File: config.mk
export PLATFORM = sky130hd
export DESIGN_NAME = draw_board_flat
export DESIGN_NICKNAME = d
export VERILOG_FILES = /design/src/rtl/draw_board_if.sv /design/src/rtl/draw_board.sv /design/src/flat_wrapper.sv
export SDC_FILE = /design/constraint.sdc
export NUM_CORES = 1
export LEC_CHECK = 0
export BUFFER_PORTS_ARGS = -buffer_cell sky130_fd_sc_hd__buf_2
export CORE_MARGIN = 2
export CORE_UTILIZATION = 35
export CTS_BUF_LIST = sky130_fd_sc_hd__clkbuf_8
export CTS_CLUSTER_SIZE = 28
export DETAILED_ROUTE_END_ITERATION = 8
export HOLD_SLACK_MARGIN = 0.05
export SLEW_MARGIN = 30
export SYNTH_ARGS = -nofsm -noshare
export SYNTH_HDL_FRONTEND = slang
export SYNTH_SLANG_ARGS = --single-unit
File: constraint.sdc
create_clock -name clk -period 6.1 [get_ports clk]
set_input_delay 1.525 -clock clk [delete_from_list [all_inputs] [get_ports clk]]
set_output_delay 1.525 -clock clk [all_outputs]
set_load 0.05 [all_outputs]
File: src/rtl/draw_board_if.sv
// VGA timing bundle shared by the video pipeline stages.
// Carries pixel counters plus sync and blanking flags.
interface vga_if;
   logic [10:0] vcount;
   logic [10:0] hcount;
   logic        vsync;
   logic        hsync;
   logic        vblnk;
   logic        hblnk;

   modport master (
      output vcount, hcount, vsync, hsync, vblnk, hblnk
   );

   modport slave (
      input vcount, hcount, vsync, hsync, vblnk, hblnk
   );
endinterface

File: src/rtl/draw_board.sv
// Snake board overlay: paints tiles from a sync-read tile RAM
// over the upstream pixel stream, with a 3-clk aligned pipeline.
module draw_board #(
   parameter int              BOARD_X    = 64,
   parameter int              BOARD_Y    = 32,
   parameter int              CELL_LOG2  = 4,
   parameter int              COLS       = 32,
   parameter int              ROWS       = 32,
   parameter int              RGB_B      = 12,
   parameter logic [RGB_B-1:0] COL_SNAKE1 = 12'h0F0,
   parameter logic [RGB_B-1:0] COL_SNAKE2 = 12'h00F,
   parameter logic [RGB_B-1:0] COL_FOOD   = 12'hFF0,
   parameter bit              GRID_EN    = 1'b1,
   parameter logic [RGB_B-1:0] GRID_COLOR = 12'h222,
   localparam int             AW = $clog2(COLS * ROWS)
) (
   input  logic             clk,
   input  logic             rst,
   vga_if.slave             vga_in,
   input  logic [RGB_B-1:0] rgb_i,
   output logic [AW-1:0]    map_addr,
   input  logic [1:0]       map_data,
   vga_if.master            vga_out,
   output logic [RGB_B-1:0] rgb_o
);

   typedef struct packed {
      logic [10:0] vc;
      logic [10:0] hc;
      logic        vs;
      logic        hs;
      logic        vb;
      logic        hb;
   } tim_t;

   localparam logic [11:0] X0 = 12'(BOARD_X);
   localparam logic [11:0] X1 = 12'(BOARD_X + (COLS << CELL_LOG2));
   localparam logic [11:0] Y0 = 12'(BOARD_Y);
   localparam logic [11:0] Y1 = 12'(BOARD_Y + (ROWS << CELL_LOG2));

   tim_t             tin;
   logic             inb;
   logic             grid_n;
   logic [10:0]      hoff;
   logic [10:0]      voff;
   logic [21:0]      lin;
   logic [AW-1:0]    addr_n;
   logic [RGB_B-1:0] col_n;

   tim_t             t1, t2;
   logic             in1, in2;
   logic             grid1, grid2;
   logic [RGB_B-1:0] rgb1, rgb2;

   // Board window test, cell address and grid-line detection.
   always_comb begin
      tin = '{vga_in.vcount, vga_in.hcount, vga_in.vsync,
              vga_in.hsync, vga_in.vblnk, vga_in.hblnk};
      inb = ({1'b0, vga_in.hcount} >= X0) &&
            ({1'b0, vga_in.hcount} <  X1) &&
            ({1'b0, vga_in.vcount} >= Y0) &&
            ({1'b0, vga_in.vcount} <  Y1) &&
            !vga_in.hblnk && !vga_in.vblnk;
      hoff   = '0;
      voff   = '0;
      lin    = '0;
      addr_n = '0;
      grid_n = 1'b0;
      if (inb) begin
         hoff   = vga_in.hcount - X0[10:0];
         voff   = vga_in.vcount - Y0[10:0];
         lin    = 22'(voff >> CELL_LOG2) * 22'(COLS) +
                  22'(hoff >> CELL_LOG2);
         addr_n = lin[AW-1:0];
         grid_n = (hoff[CELL_LOG2-1:0] == '0) ||
                  (voff[CELL_LOG2-1:0] == '0);
      end
   end

   // Final colour pick: grid beats tiles, empty tiles show background.
   always_comb begin
      col_n = rgb2;
      if (in2) begin
         if (GRID_EN && grid2) begin
            col_n = GRID_COLOR;
         end else begin
            unique case (map_data)
               2'd1:    col_n = COL_SNAKE1;
               2'd2:    col_n = COL_SNAKE2;
               2'd3:    col_n = COL_FOOD;
               default: col_n = rgb2;
            endcase
         end
      end
   end

   // Three-stage pipeline; stage 2 waits for the RAM read.
   always_ff @(posedge clk or posedge rst) begin
      if (rst) begin
         map_addr       <= '0;
         t1             <= '0;
         t2             <= '0;
         in1            <= 1'b0;
         in2            <= 1'b0;
         grid1          <= 1'b0;
         grid2          <= 1'b0;
         rgb1           <= '0;
         rgb2           <= '0;
         rgb_o          <= '0;
         vga_out.vcount <= '0;
         vga_out.hcount <= '0;
         vga_out.vsync  <= 1'b0;
         vga_out.hsync  <= 1'b0;
         vga_out.vblnk  <= 1'b0;
         vga_out.hblnk  <= 1'b0;
      end else begin
         map_addr       <= addr_n;
         t1             <= tin;
         in1            <= inb;
         grid1          <= grid_n;
         rgb1           <= rgb_i;
         t2             <= t1;
         in2            <= in1;
         grid2          <= grid1;
         rgb2           <= rgb1;
         rgb_o          <= col_n;
         vga_out.vcount <= t2.vc;
         vga_out.hcount <= t2.hc;
         vga_out.vsync  <= t2.vs;
         vga_out.hsync  <= t2.hs;
         vga_out.vblnk  <= t2.vb;
         vga_out.hblnk  <= t2.hb;
      end
   end

endmodule

File: src/flat_wrapper.sv
// flat-port wrapper written by rule: the top's interface ports become plain ports
module draw_board_flat 
#(
   parameter int              BOARD_X    = 64,
   parameter int              BOARD_Y    = 32,
   parameter int              CELL_LOG2  = 4,
   parameter int              COLS       = 32,
   parameter int              ROWS       = 32,
   parameter int              RGB_B      = 12,
   parameter logic [RGB_B-1:0] COL_SNAKE1 = 12'h0F0,
   parameter logic [RGB_B-1:0] COL_SNAKE2 = 12'h00F,
   parameter logic [RGB_B-1:0] COL_FOOD   = 12'hFF0,
   parameter bit              GRID_EN    = 1'b1,
   parameter logic [RGB_B-1:0] GRID_COLOR = 12'h222,
   localparam int             AW = $clog2(COLS * ROWS)
)
  (clk, rst, rgb_i, map_addr, map_data, rgb_o, vga_in_vcount, vga_in_hcount, vga_in_vsync, vga_in_hsync, vga_in_vblnk, vga_in_hblnk, vga_out_vcount, vga_out_hcount, vga_out_vsync, vga_out_hsync, vga_out_vblnk, vga_out_hblnk);
  vga_if vga_in_i ();
  vga_if vga_out_i ();
  input  logic clk;
  input  logic rst;
  input  logic [RGB_B-1:0] rgb_i;
  output logic [AW-1:0] map_addr;
  input  logic [1:0] map_data;
  output logic [RGB_B-1:0] rgb_o;
  input wire logic [$bits(vga_in_i.vcount)-1:0] vga_in_vcount;
  input wire logic [$bits(vga_in_i.hcount)-1:0] vga_in_hcount;
  input wire logic [$bits(vga_in_i.vsync)-1:0] vga_in_vsync;
  input wire logic [$bits(vga_in_i.hsync)-1:0] vga_in_hsync;
  input wire logic [$bits(vga_in_i.vblnk)-1:0] vga_in_vblnk;
  input wire logic [$bits(vga_in_i.hblnk)-1:0] vga_in_hblnk;
  output wire logic [$bits(vga_out_i.vcount)-1:0] vga_out_vcount;
  output wire logic [$bits(vga_out_i.hcount)-1:0] vga_out_hcount;
  output wire logic [$bits(vga_out_i.vsync)-1:0] vga_out_vsync;
  output wire logic [$bits(vga_out_i.hsync)-1:0] vga_out_hsync;
  output wire logic [$bits(vga_out_i.vblnk)-1:0] vga_out_vblnk;
  output wire logic [$bits(vga_out_i.hblnk)-1:0] vga_out_hblnk;
  assign vga_in_i.vcount = vga_in_vcount;
  assign vga_in_i.hcount = vga_in_hcount;
  assign vga_in_i.vsync = vga_in_vsync;
  assign vga_in_i.hsync = vga_in_hsync;
  assign vga_in_i.vblnk = vga_in_vblnk;
  assign vga_in_i.hblnk = vga_in_hblnk;
  assign vga_out_vcount = vga_out_i.vcount;
  assign vga_out_hcount = vga_out_i.hcount;
  assign vga_out_vsync = vga_out_i.vsync;
  assign vga_out_hsync = vga_out_i.hsync;
  assign vga_out_vblnk = vga_out_i.vblnk;
  assign vga_out_hblnk = vga_out_i.hblnk;
  draw_board #(.BOARD_X(BOARD_X), .BOARD_Y(BOARD_Y), .CELL_LOG2(CELL_LOG2), .COLS(COLS), .ROWS(ROWS), .RGB_B(RGB_B), .COL_SNAKE1(COL_SNAKE1), .COL_SNAKE2(COL_SNAKE2), .COL_FOOD(COL_FOOD), .GRID_EN(GRID_EN), .GRID_COLOR(GRID_COLOR)) u_core (.clk(clk), .rst(rst), .vga_in(vga_in_i), .rgb_i(rgb_i), .map_addr(map_addr), .map_data(map_data), .vga_out(vga_out_i), .rgb_o(rgb_o));
endmodule
==> metrics.cfg, run 1 <==
[clock_tree]
cts_root_buf=clkbuf_8
cts_tree=done
cts.path.max_buffers=2
insertion_delay_ns=0.41
ctsResizeCount=0
htree_levels=4
numCtsBuffers=17
post_cts_buffers=0
clock_sinks=128
clk_pin_slew_ns=0.07
postCtsHoldBufs=0

[yosys]
yosys.area_share.simple_pct=5.01
synth_cell_type_count=29
synth_top_area_share_pct=84.5
synth_flop_cell=dfrtp_1
synthAdderAreaFrac_pct=2.18
synth_xor_area_share_pct=1.15
ys_ff_latch=128
synth_edf_count=0
muxShareOfSynthArea_pct=0
mappedNetlistArea_mm2=0.00379
syn_avg_cell_area_um2=16.9
syn_nets=272
synth-compound-area-share_pct=4.82
synth_area_leaders=dfrtp_1, inv_1, nor2_1
yosys_warnings=0
syn_inst=224
ys_seq_area_share_pct=84.5
synth_top_family_by_area=simple AND/OR/NAND/NOR gates
synth.largest_area_cell=dfrtp_1
synthArstFlopShare_pct=100

[sta]
min_period_ns=3.44
hold_violations=0
fin_crit_sh_pct=56.3
skew_ns=0.00524
fin_tns_setup_ns=0
tightest_slew_ns=0.825
rsz0062_at_grt=no
relSlewSlack_pct=45.0
drv_slew=0
setup_viol=0
fin_ws_ns=2.66
clock.fmax_ghz=0.291

[die]
die-area_mm2=0.0117
row_count=38
die_w_um=108
die_height_um=108
io_pins=90
core_area_mm2=0.0107
initial_core_util_pct=35.5

[global_route]
grt_pass1_wl_um=10600
grt_pass1_vias=2148
grt_start_max_net_pins=129
grtUsageTotal_pct=12.4
grt-ovfl-total=0
antenna_found_initial=0

[power]
p_int_mw=1.44
ir_drop_mv=0.159
p_seq_share_pct=48.6
p_sw_mw=0.412
leakagePower_nw=2.40
swShare_pct=22.3
powerDensity_mw_per_mm2=380
p_comb_share_pct=7.0
clkPwrFrac_pct=44.4

[setup_path]
critPathLaunchType=input pin
required_ns=6.43
r2r_start=u_core.grid2
arrival_ns=3.76
end_kind=flip-flop
crit_fanout=4
r2r_slack_ns=4.87
r2r-end=u_core.rgb_o[5]
worstSetupPathType=input pin to flip-flop
r2r_cells=2

[finish]
syn_to_final_growth_pct=28.3
n_antenna_cell=0
regArea_mm2=0.00320
num-nets-final=377
multiInputGateArea_um2=499
drive_above_1_share_pct=35.4
nFillCells=1000

[worst_hold_path]
holdPathEnd=u_core.t2[19]
hold_depth=0
worstHoldPathType=flip-flop to flip-flop
hp-start=u_core.t1[19]

[flow_run]
drv_cap=0

[placement]
dpl.hpwl_um=4190
dp_slack_ns=2.26
io_buffers=89
place.gp.congestion=0.716

[detailed_routing]
drtAntennaViolNets=0
vias=2048
wire_per_inst_um=13.3
viasPerCell=4.25
dr.pass1.iters=4
route.detailed.drc=0
drt-initial-drc-count=60
wl_um=6420

[run_status]
outcome=finished, final reports clean

==> cells by family (layout without fill, tap and decap cells) <==
| kind of cell | Yosys count | in the layout |
|---|---|---|
| simple gates | 36 | 36 |
| compound gates | 27 | 27 |
| xor+xnor | 5 | 5 |
| buf+inv | 22 | 140 |
| flops | 128 | 128 |
| fa+ha+maj | 6 | 6 |
==> worst max-delay path, cell delays in order <==
cell and delay, ns:
buf_2 0.12, or4_1 0.54, nand2_1 0.10, ha_1 0.16, inv_1 0.05, fa_1 0.42, nor2_1 0.16, nor4bb_1 0.40
nor4_1 0.11, nor3_1 0.17
==> registers in the layout, summed over array words and instances (netlist names), 10 cells and up <==
name and flops:
u_core.map_addr 10, u_core.rgb1 12, u_core.rgb2 12, u_core.rgb_o 12, u_core.t1 26, u_core.t2 26, u_core.vga_out.hcount 11, u_core.vga_out.vcount 11
==> cell usage in the layout (no fill, tap or decap) <==
cell type   instances
a2111o_1            1
a21oi_1             7
a22o_1              2
a41o_1              1
and2_1              2
and3_1              1
buf_2              89
bufinv_16           5
clkbuf_8           20
clkinv_2            3
clkinv_4            1
clkinvlp_4          1
dfrtp_1           128
fa_1                1
ha_1                5
inv_1              20
inv_8               1
nand2_1             3
nand4_2             1
nor2_1             17
nor3_1              2
nor3b_1             2
nor4_1              4
nor4bb_1            1
o21a_1              4
o21ai_0             3
o22a_1              1
o22ai_1             5
o31a_1              1
o31ai_1             2
or3b_1              1
or4_1               2
xnor2_1             3
xor2_1              2
==> stage by stage <==
step	total power, mW	std cells	area [µm²]	hold WS (ns)	util [%]
2_1_floorplan	1.00	224	3790	0.331	-
3_3_place_gp	1.04	450	4400	0.333	41.1
3_5_place_dp	1.05	450	4400	0.335	41.1
4_1_cts	1.88	482	4870	0.349	45.5
5_1_grt	1.93	482	4870	0.352	45.5
6_report	1.85	482	4870	0.348	45.5
==> worst max-delay path by stage <==
stage	start	end	slack, ns	depth (start not counted)
after detailed placement	vga_in_hcount[9]	u_core.map_addr[9]	2.26	10
final	vga_in_hcount[9]	u_core.map_addr[9]	2.66	10
after CTS	vga_in_hcount[9]	u_core.map_addr[9]	2.74	10
after global placement	vga_in_hcount[9]	u_core.map_addr[9]	2.37	10
after global routing	vga_in_hcount[6]	u_core.map_addr[9]	2.50	11
after floorplan	rst	u_core.grid1	1.16	1
==> synthesized netlist by cell type (2+ instances only) <==
| cell type | instances |
|---|---|
| a21oi_1 | 7 |
| a22o_1 | 2 |
| and2_1 | 2 |
| clkbuf_1 | 2 |
| dfrtp_1 | 128 |
| ha_1 | 5 |
| inv_1 | 19 |
| nand2_1 | 3 |
| nor2_1 | 17 |
| nor3_1 | 2 |
| nor3b_1 | 2 |
| nor4_1 | 4 |
| o21a_1 | 4 |
| o21ai_0 | 3 |
| o22ai_1 | 5 |
| o31ai_1 | 2 |
| or4_1 | 2 |
| xnor2_1 | 3 |
| xor2_1 | 2 |
==> layout make-up <==
cell class	instances	area share, %
flip-flops and latches	128	65.8
multi-input cells	74	10.3
repair buffers	89	9.15
clock buffers	20	5.66
clock inverters	12	3.88
well taps	140	3.60
inverters	19	1.62
==> per-layer routing <==
| layer | track usage (%) | vias to the layer above | routed length (µm) |
|---|---|---|---|
| met5 | 0 | - | 0 |
| met1 | 15.0 | 1028 | 2720 |
| met3 | 5.18 | 10 | 418 |
| met2 | 18.9 | 66 | 3170 |
| li1 | - | 944 | - |
| met4 | 6.50 | 0 | 114 |
==> power by group through the flow <==
stage          sequential, mW  clock, mW  combinational (mW)
3_5_place_dp            0.915          0               0.132
2_1_floorplan           0.965          0              0.0351
5_1_grt                 0.902      0.887               0.141
3_3_place_gp            0.914          0               0.130
6_report                0.899      0.820               0.130
4_1_cts                 0.899      0.847               0.132
Power figures use the tool's default switching activity.
==> inputs of run 2 (changes only) <==
--- a/config.mk
+++ b/config.mk
@@ -5,6 +5,7 @@
 export SDC_FILE = /design/constraint.sdc
 export NUM_CORES = 1
 export LEC_CHECK = 0
+export ABC_AREA = 1
 export BUFFER_PORTS_ARGS = -buffer_cell sky130_fd_sc_hd__buf_2
 export CORE_MARGIN = 2
 export CORE_UTILIZATION = 35
==> constraint.sdc (replaced) <==
create_clock -name clk -period 3.3 [get_ports clk]
set_input_delay 0.825 -clock clk [delete_from_list [all_inputs] [get_ports clk]]
set_output_delay 0.825 -clock clk [all_outputs]
set_load 0.05 [all_outputs]
==> metrics.cfg, run 2 <==
[finish]
instances_no_fill=509  ; +5.6%
num-nets-final=404  ; +7.2%
final_common_cell=dfrtp_1
drive_above_1_share_pct=39.6  ; +4.2 points
final_design_area_no_fill_mm2=0.00490  ; +0.72%
nFillCells=976  ; -2.4%
regArea_mm2=0.00320  ; unchanged
syn_to_final_growth_pct=27.6
multiInputGateArea_um2=544  ; +9.0%
final_cell_mix=dfrtp_1, buf_2, nor2_1
largestRegisters=u_core.t1: 26 flops, u_core.t2: 26 flops
n_antenna_cell=0  ; unchanged

[global_route]
antenna_found_initial=0  ; unchanged
grt-ovfl-total=0  ; unchanged
grt_pass1_wl_um=10300  ; -3.6%
grtUsageTotal_pct=11.9  ; -0.44 points
grt_pass1_vias=2208  ; +2.8%
grt_start_max_net_pins=49  ; -62%

[sta]
tightest_slew_ns=0.785  ; -0.0399 ns
fin_tns_setup_ns=0  ; unchanged
rsz0062_at_grt=no
min_period_ns=2.21
setup_viol=0  ; unchanged
relSlewSlack_pct=47.5  ; +2.5 points
fin_ws_ns=1.09  ; -1.58 ns
fin_crit_sh_pct=67.1
hold_violations=0  ; unchanged
clock.fmax_ghz=0.452
skew_ns=0.00808  ; +0.00284 ns
drv_slew=0  ; unchanged

[placement]
dpl.hpwl_um=4300  ; +2.4%
dpl.cell_count=477  ; +6.0%
placed_cell_area_mm2=0.00449  ; +2.1%
place.gp.congestion=0.708  ; -1.2%
dp_slack_ns=0.653  ; -1.61 ns
io_buffers=89  ; unchanged

[detailed_routing]
vias=2062  ; +0.68%
route.detailed.drc=0  ; unchanged
viasPerCell=4.05  ; -4.7%
wl_um=6260  ; -2.5%
drt-initial-drc-count=95  ; +58%
drtAntennaViolNets=0  ; unchanged
wire_per_inst_um=12.3  ; -7.6%
dr.pass1.iters=4  ; unchanged

[setup_path]
worstSetupPathType=input pin to flip-flop
crit_fanout=4  ; unchanged
required_ns=3.59  ; -2.84 ns
cp_slowest_stage_delay_ns=0.37  ; -0.17 ns
crit_top_cell=nor2_1
end_kind=flip-flop
path_cells=buf_2 > inv_2 > nand3_2 > nor2_1 > inv_1 > nand2_1 > ha_1 > inv_1 > fa_1 > or2_1 > nor2_1 > nand3_1 > nand2_1 > nor2_1
crit_family=simple AND/OR/NAND/NOR gates
arrival_ns=2.51  ; -1.25 ns
worst_path_max_delay_cell=fa_1
cp_num_buf_inv=4  ; +2
critPathLaunchType=input pin

[yosys]
synth.most_common_cell=dfrtp_1
yosys_warnings=0  ; unchanged
ys_seq_area_share_pct=83.4  ; -1.1 points
ys_top_cells_by_count=dfrtp_1, nor2_1, nand2_1, inv_1
synth_cell_type_count=26  ; -10%
syn_nets=295  ; +8.5%
ys_ff_latch=128  ; unchanged
synth_top_area_share_pct=83.4  ; -1.1 points
synth.largest_area_cell=dfrtp_1
synth_area_leaders=dfrtp_1, nor2_1, nand2_1
synth_flop_cell=dfrtp_1
syn_avg_cell_area_um2=15.6  ; -8.1%
synth_edf_count=0  ; unchanged
syn_inst=247  ; +10%
mappedNetlistArea_mm2=0.00384  ; +1.3%
synthArstFlopShare_pct=100  ; unchanged

[run_status]
outcome=finished, final reports clean

[worst_hold_path]
worstHoldPathType=flip-flop to flip-flop

[clock_tree]
post_cts_buffers=0  ; unchanged
postCtsHoldBufs=0  ; unchanged
ctsResizeCount=0  ; unchanged
clk_pin_slew_ns=0.07  ; about the same
numCtsBuffers=17  ; unchanged
clock_sinks=128  ; unchanged
cts.path.max_buffers=2  ; unchanged
cts_tree=done
insertion_delay_ns=0.41  ; about the same
htree_levels=4  ; unchanged
cts_root_buf=clkbuf_8

[die]
io_pins=90  ; unchanged
die_w_um=109  ; +0.62%
core_area_mm2=0.0108  ; +0.89%
die_height_um=109  ; +0.62%
die-area_mm2=0.0118  ; +1.2%
row_count=38  ; unchanged
initial_core_util_pct=35.6  ; +0.14 points

[flow_run]
drv_cap=0  ; unchanged

[power]
ir_drop_mv=0.288  ; +81%
total_power_mw=3.25  ; +76%
powerDensity_mw_per_mm2=663  ; +75%
leakagePower_nw=2.47  ; +2.8%

[run 2: metal layers]
metal | wire, µm | track usage (%) | share of wire [%] | vias to the layer above
met5 | 0 | 0 | 0 | -
met4 | 114 | 5.95 | 1.8 | 0
met3 | 425 | 5.32 | 6.8 | 11
met2 | 3030 | 18.4 | 48 | 71
met1 | 2690 | 14.3 | 43 | 1001
li1 | - | - | - | 979
[run 2: area by class of cell]
cell class / count / share of cell area [%]
clock buffers: 19 / 5.34
clock inverters: 13 / 2.96
inverters: 22 / 1.76
multi-input cells: 96 / 11.1
flip-flops and latches: 128 / 65.4
well taps: 140 / 3.57
repair buffers: 91 / 9.91
[run 2: final timing paths]
| kind | from | end | slack [ns] | depth (start not counted) |
|---|---|---|---|---|
| max reg2reg | u_core.in2 | u_core.rgb_o[8] | 2.21 | 4 |
| min in group asynchronous | rst | u_core.vga_out.vcount[2] | 0.55 | 2 |
| min reg2reg | u_core.t1[16] | u_core.t2[16] | 0.34 | 0 |
| min | u_core.t1[16] | u_core.t2[16] | 0.34 | 0 |
| max in group asynchronous | rst | u_core.t2[25] | 2.06 | 3 |
| max | vga_in_hcount[6] | u_core.map_addr[9] | 1.09 | 14 |
[run 2: report_power, final]
group          total (mW)  leakage, nW  switching [mW]  internal [mW]
combinational       0.244        0.733           0.183         0.0618
sequential           1.66         1.52          0.0177           1.64
clock                1.35        0.215           0.570          0.776
[run 2: logic make-up after synthesis]
kind of cell	synth area share, %
AO/OA/AOI/OAI	1.34
flip-flops	83.4
buffers and inverters	2.44
XOR/XNOR	0.684
AND/OR/NAND/NOR	10.0
adder cells (fa/ha/maj)	2.15
[run 2: worst register-to-register path: stages (launching register included)]
cell and delay, ns:
dfrtp_1 0.44, nand2_1 0.20, inv_1 0.12, nand3b_1 0.14
nand2_1 0.07
[run 2: per-stage QoR]
step | hold slack (ns) | utilization [%]
2_1_floorplan | 0.331 | -
3_3_place_gp | 0.332 | 41.6
3_5_place_dp | 0.335 | 41.6
4_1_cts | 0.346 | 45.4
5_1_grt | 0.353 | 45.4
6_report | 0.342 | 45.4
==> inputs of run 3 (changes only) <==
==> constraint.sdc (replaced) <==
create_clock -name clk -period 1.94 [get_ports clk]
set_input_delay 0.485 -clock clk [delete_from_list [all_inputs] [get_ports clk]]
set_output_delay 0.485 -clock clk [all_outputs]
set_load 0.05 [all_outputs]
==> metrics.cfg, run 3 (same netlist as run 2, synthesis figures left out) <==
[finish]
final_design_area_no_fill_mm2=0.00496  ; +1.3%
n_antenna_cell=0  ; unchanged
final_cell_mix=dfrtp_1, buf_2, nor2_1
final_common_cell=dfrtp_1
largestRegisters=u_core.t1: 26 flops, u_core.t2: 26 flops
num-nets-final=409  ; +1.2%
drive_above_1_share_pct=41.6  ; +2.0 points
syn_to_final_growth_pct=29.2
instances_no_fill=513  ; +0.79%

[detailed_routing]
dr.pass1.iters=4  ; unchanged
wire_per_inst_um=12.0  ; -2.6%
wl_um=6150  ; -1.8%
viasPerCell=4.04  ; -0.39%
route.detailed.drc=0  ; unchanged
drtAntennaViolNets=0  ; unchanged
drt-initial-drc-count=95  ; unchanged
vias=2070  ; +0.39%

[clock_tree]
cts_tree=done
numCtsBuffers=17  ; unchanged
clk_pin_slew_ns=0.07  ; about the same
insertion_delay_ns=0.41  ; about the same
htree_levels=4  ; unchanged
postCtsHoldBufs=0  ; unchanged
cts_root_buf=clkbuf_8
post_cts_buffers=0  ; unchanged
cts.path.max_buffers=2  ; unchanged
clock_sinks=128  ; unchanged
ctsResizeCount=0  ; unchanged

[setup_path]
worstSetupPathType=input pin to flip-flop
required_ns=2.27  ; -1.32 ns
critPathLaunchType=input pin
arrival_ns=2.15  ; -0.36 ns
cp_slowest_stage_delay_ns=0.33  ; -0.04 ns
r2r_cells=4  ; unchanged
r2r_start=u_core.in2
crit_path_start=vga_in_hcount[7]
end_kind=flip-flop
worst_path_max_delay_cell=fa_2
crit_fanout=3  ; -1
path_cells=buf_2 > inv_2 > nand3_2 > nor2_2 > inv_1 > nand2_1 > ha_1 > inv_1 > fa_2 > or2_1 > nor2_1 > inv_1 > nand2_1 > nand2_1 > nor2_1
r2r-end=u_core.rgb_o[11]
crit_end=u_core.map_addr[9]
r2r_slack_ns=0.85  ; -1.36 ns

[sta]
setup_viol=0  ; unchanged
rsz0062_at_grt=no
skew_ns=0.0103  ; +0.00222 ns
fin_tns_setup_ns=0  ; unchanged
drv_slew=0  ; unchanged
tightest_slew_ns=0.636  ; -0.149 ns
relSlewSlack_pct=57.6  ; +10 points
fin_crit_sh_pct=93.8
clock.fmax_ghz=0.549
fin_ws_ns=0.120  ; -0.965 ns
min_period_ns=1.82
hold_violations=0  ; unchanged

[die]
core_area_mm2=0.0108  ; unchanged
die-area_mm2=0.0118  ; unchanged
die_height_um=109  ; unchanged
io_pins=90  ; unchanged
row_count=38  ; unchanged
die_w_um=109  ; unchanged
initial_core_util_pct=35.6  ; unchanged

[power]
p_comb_share_pct=7.4  ; about the same
total_power_mw=5.65  ; +74%
leakagePower_nw=2.48  ; +0.31%
clkPwrFrac_pct=42.7  ; +1.3 points
p_seq_share_pct=49.9  ; -1.1 points
p_int_mw=4.33  ; +75%
p_sw_mw=1.32  ; +72%
ir_drop_mv=0.401  ; +39%
powerDensity_mw_per_mm2=1140  ; +72%
swShare_pct=23.4  ; -0.32 points

[global_route]
grtUsageTotal_pct=11.8  ; -0.11 points
grt_start_max_net_pins=129  ; +160%
antenna_found_initial=0  ; unchanged
grt_pass1_wl_um=10100  ; -1.8%
grt-ovfl-total=0  ; unchanged
grt_pass1_vias=2251  ; +1.9%

[placement]
placed_cell_area_mm2=0.00453  ; +0.72%
dpl.cell_count=482  ; +1.0%
dpl.hpwl_um=4170  ; -2.9%
io_buffers=89  ; unchanged
dp_slack_ns=-0.301  ; -0.954 ns
place.gp.congestion=0.749  ; +5.8%

[flow_run]
drv_cap=0  ; unchanged

[worst_hold_path]
hold_depth=1  ; +1
worstHoldPathType=input pin to flip-flop

[run_status]
outcome=finished, final reports clean

run 3: cell count changes in the layout (fill, tap and decap cells not counted), moves of 2 or more:
| cell | change |
|---|---|
| buf_4 | +6 |
| clkinv_2 | -4 |
| clkinv_4 | +2 |
| clkinvlp_4 | +3 |
| inv_1 | -2 |
run 3: through the flow:
stage               util, %  hold slack, ns
CTS                    46.0           0.144
global placement       41.9           0.331
floorplan                 -           0.331
finish                 46.0           0.182
global route           46.0           0.134
detailed placement     41.9           0.335
run 3: how the worst min path moves through the flow:
stage,start,endpoint
after floorplan,u_core.grid1,u_core.grid2
after global placement,u_core.t2[9],u_core.vga_out.hcount[5]
after detailed placement,u_core.t1[15],u_core.t2[15]
after CTS,vga_in_hsync,u_core.t1[2]
after global routing,rgb_i[4],u_core.rgb1[4]
final,vga_in_hsync,u_core.t1[2]
run 3: worst max-delay path, delay by kind of cell:
family                   cells  cell delay, ns
buffers and inverters        5            0.35
AND/OR/NAND/NOR              8            0.85
adder cells (fa/ha/maj)      2            0.48
run 3: layer usage:
metal	track usage [%]	share of wire (%)	vias to the layer above
li1	-	-	991
met1	13.6	43	1006
met3	4.96	5.2	7
met2	18.7	50	66
met5	0	0	-
met4	6.59	1.7	0
run 3: final cells by class:
cell class / instances / area (µm²)
clock buffer: 18 / 248
multi-input combinational: 96 / 552
timing repair buffer: 96 / 510
sequential: 128 / 3200
fill: 987 / 5830
inverter: 22 / 86.3
clock inverter: 13 / 188
tap: 140 / 175
run 3: power by group through the flow:
stage,clock network (mW),registers (mW),logic [mW]
floorplan,0,3.03,0.118
global placement,0,2.87,0.425
detailed placement,0,2.87,0.428
CTS,2.50,2.82,0.430
global route,2.63,2.83,0.464
finish,2.41,2.82,0.420
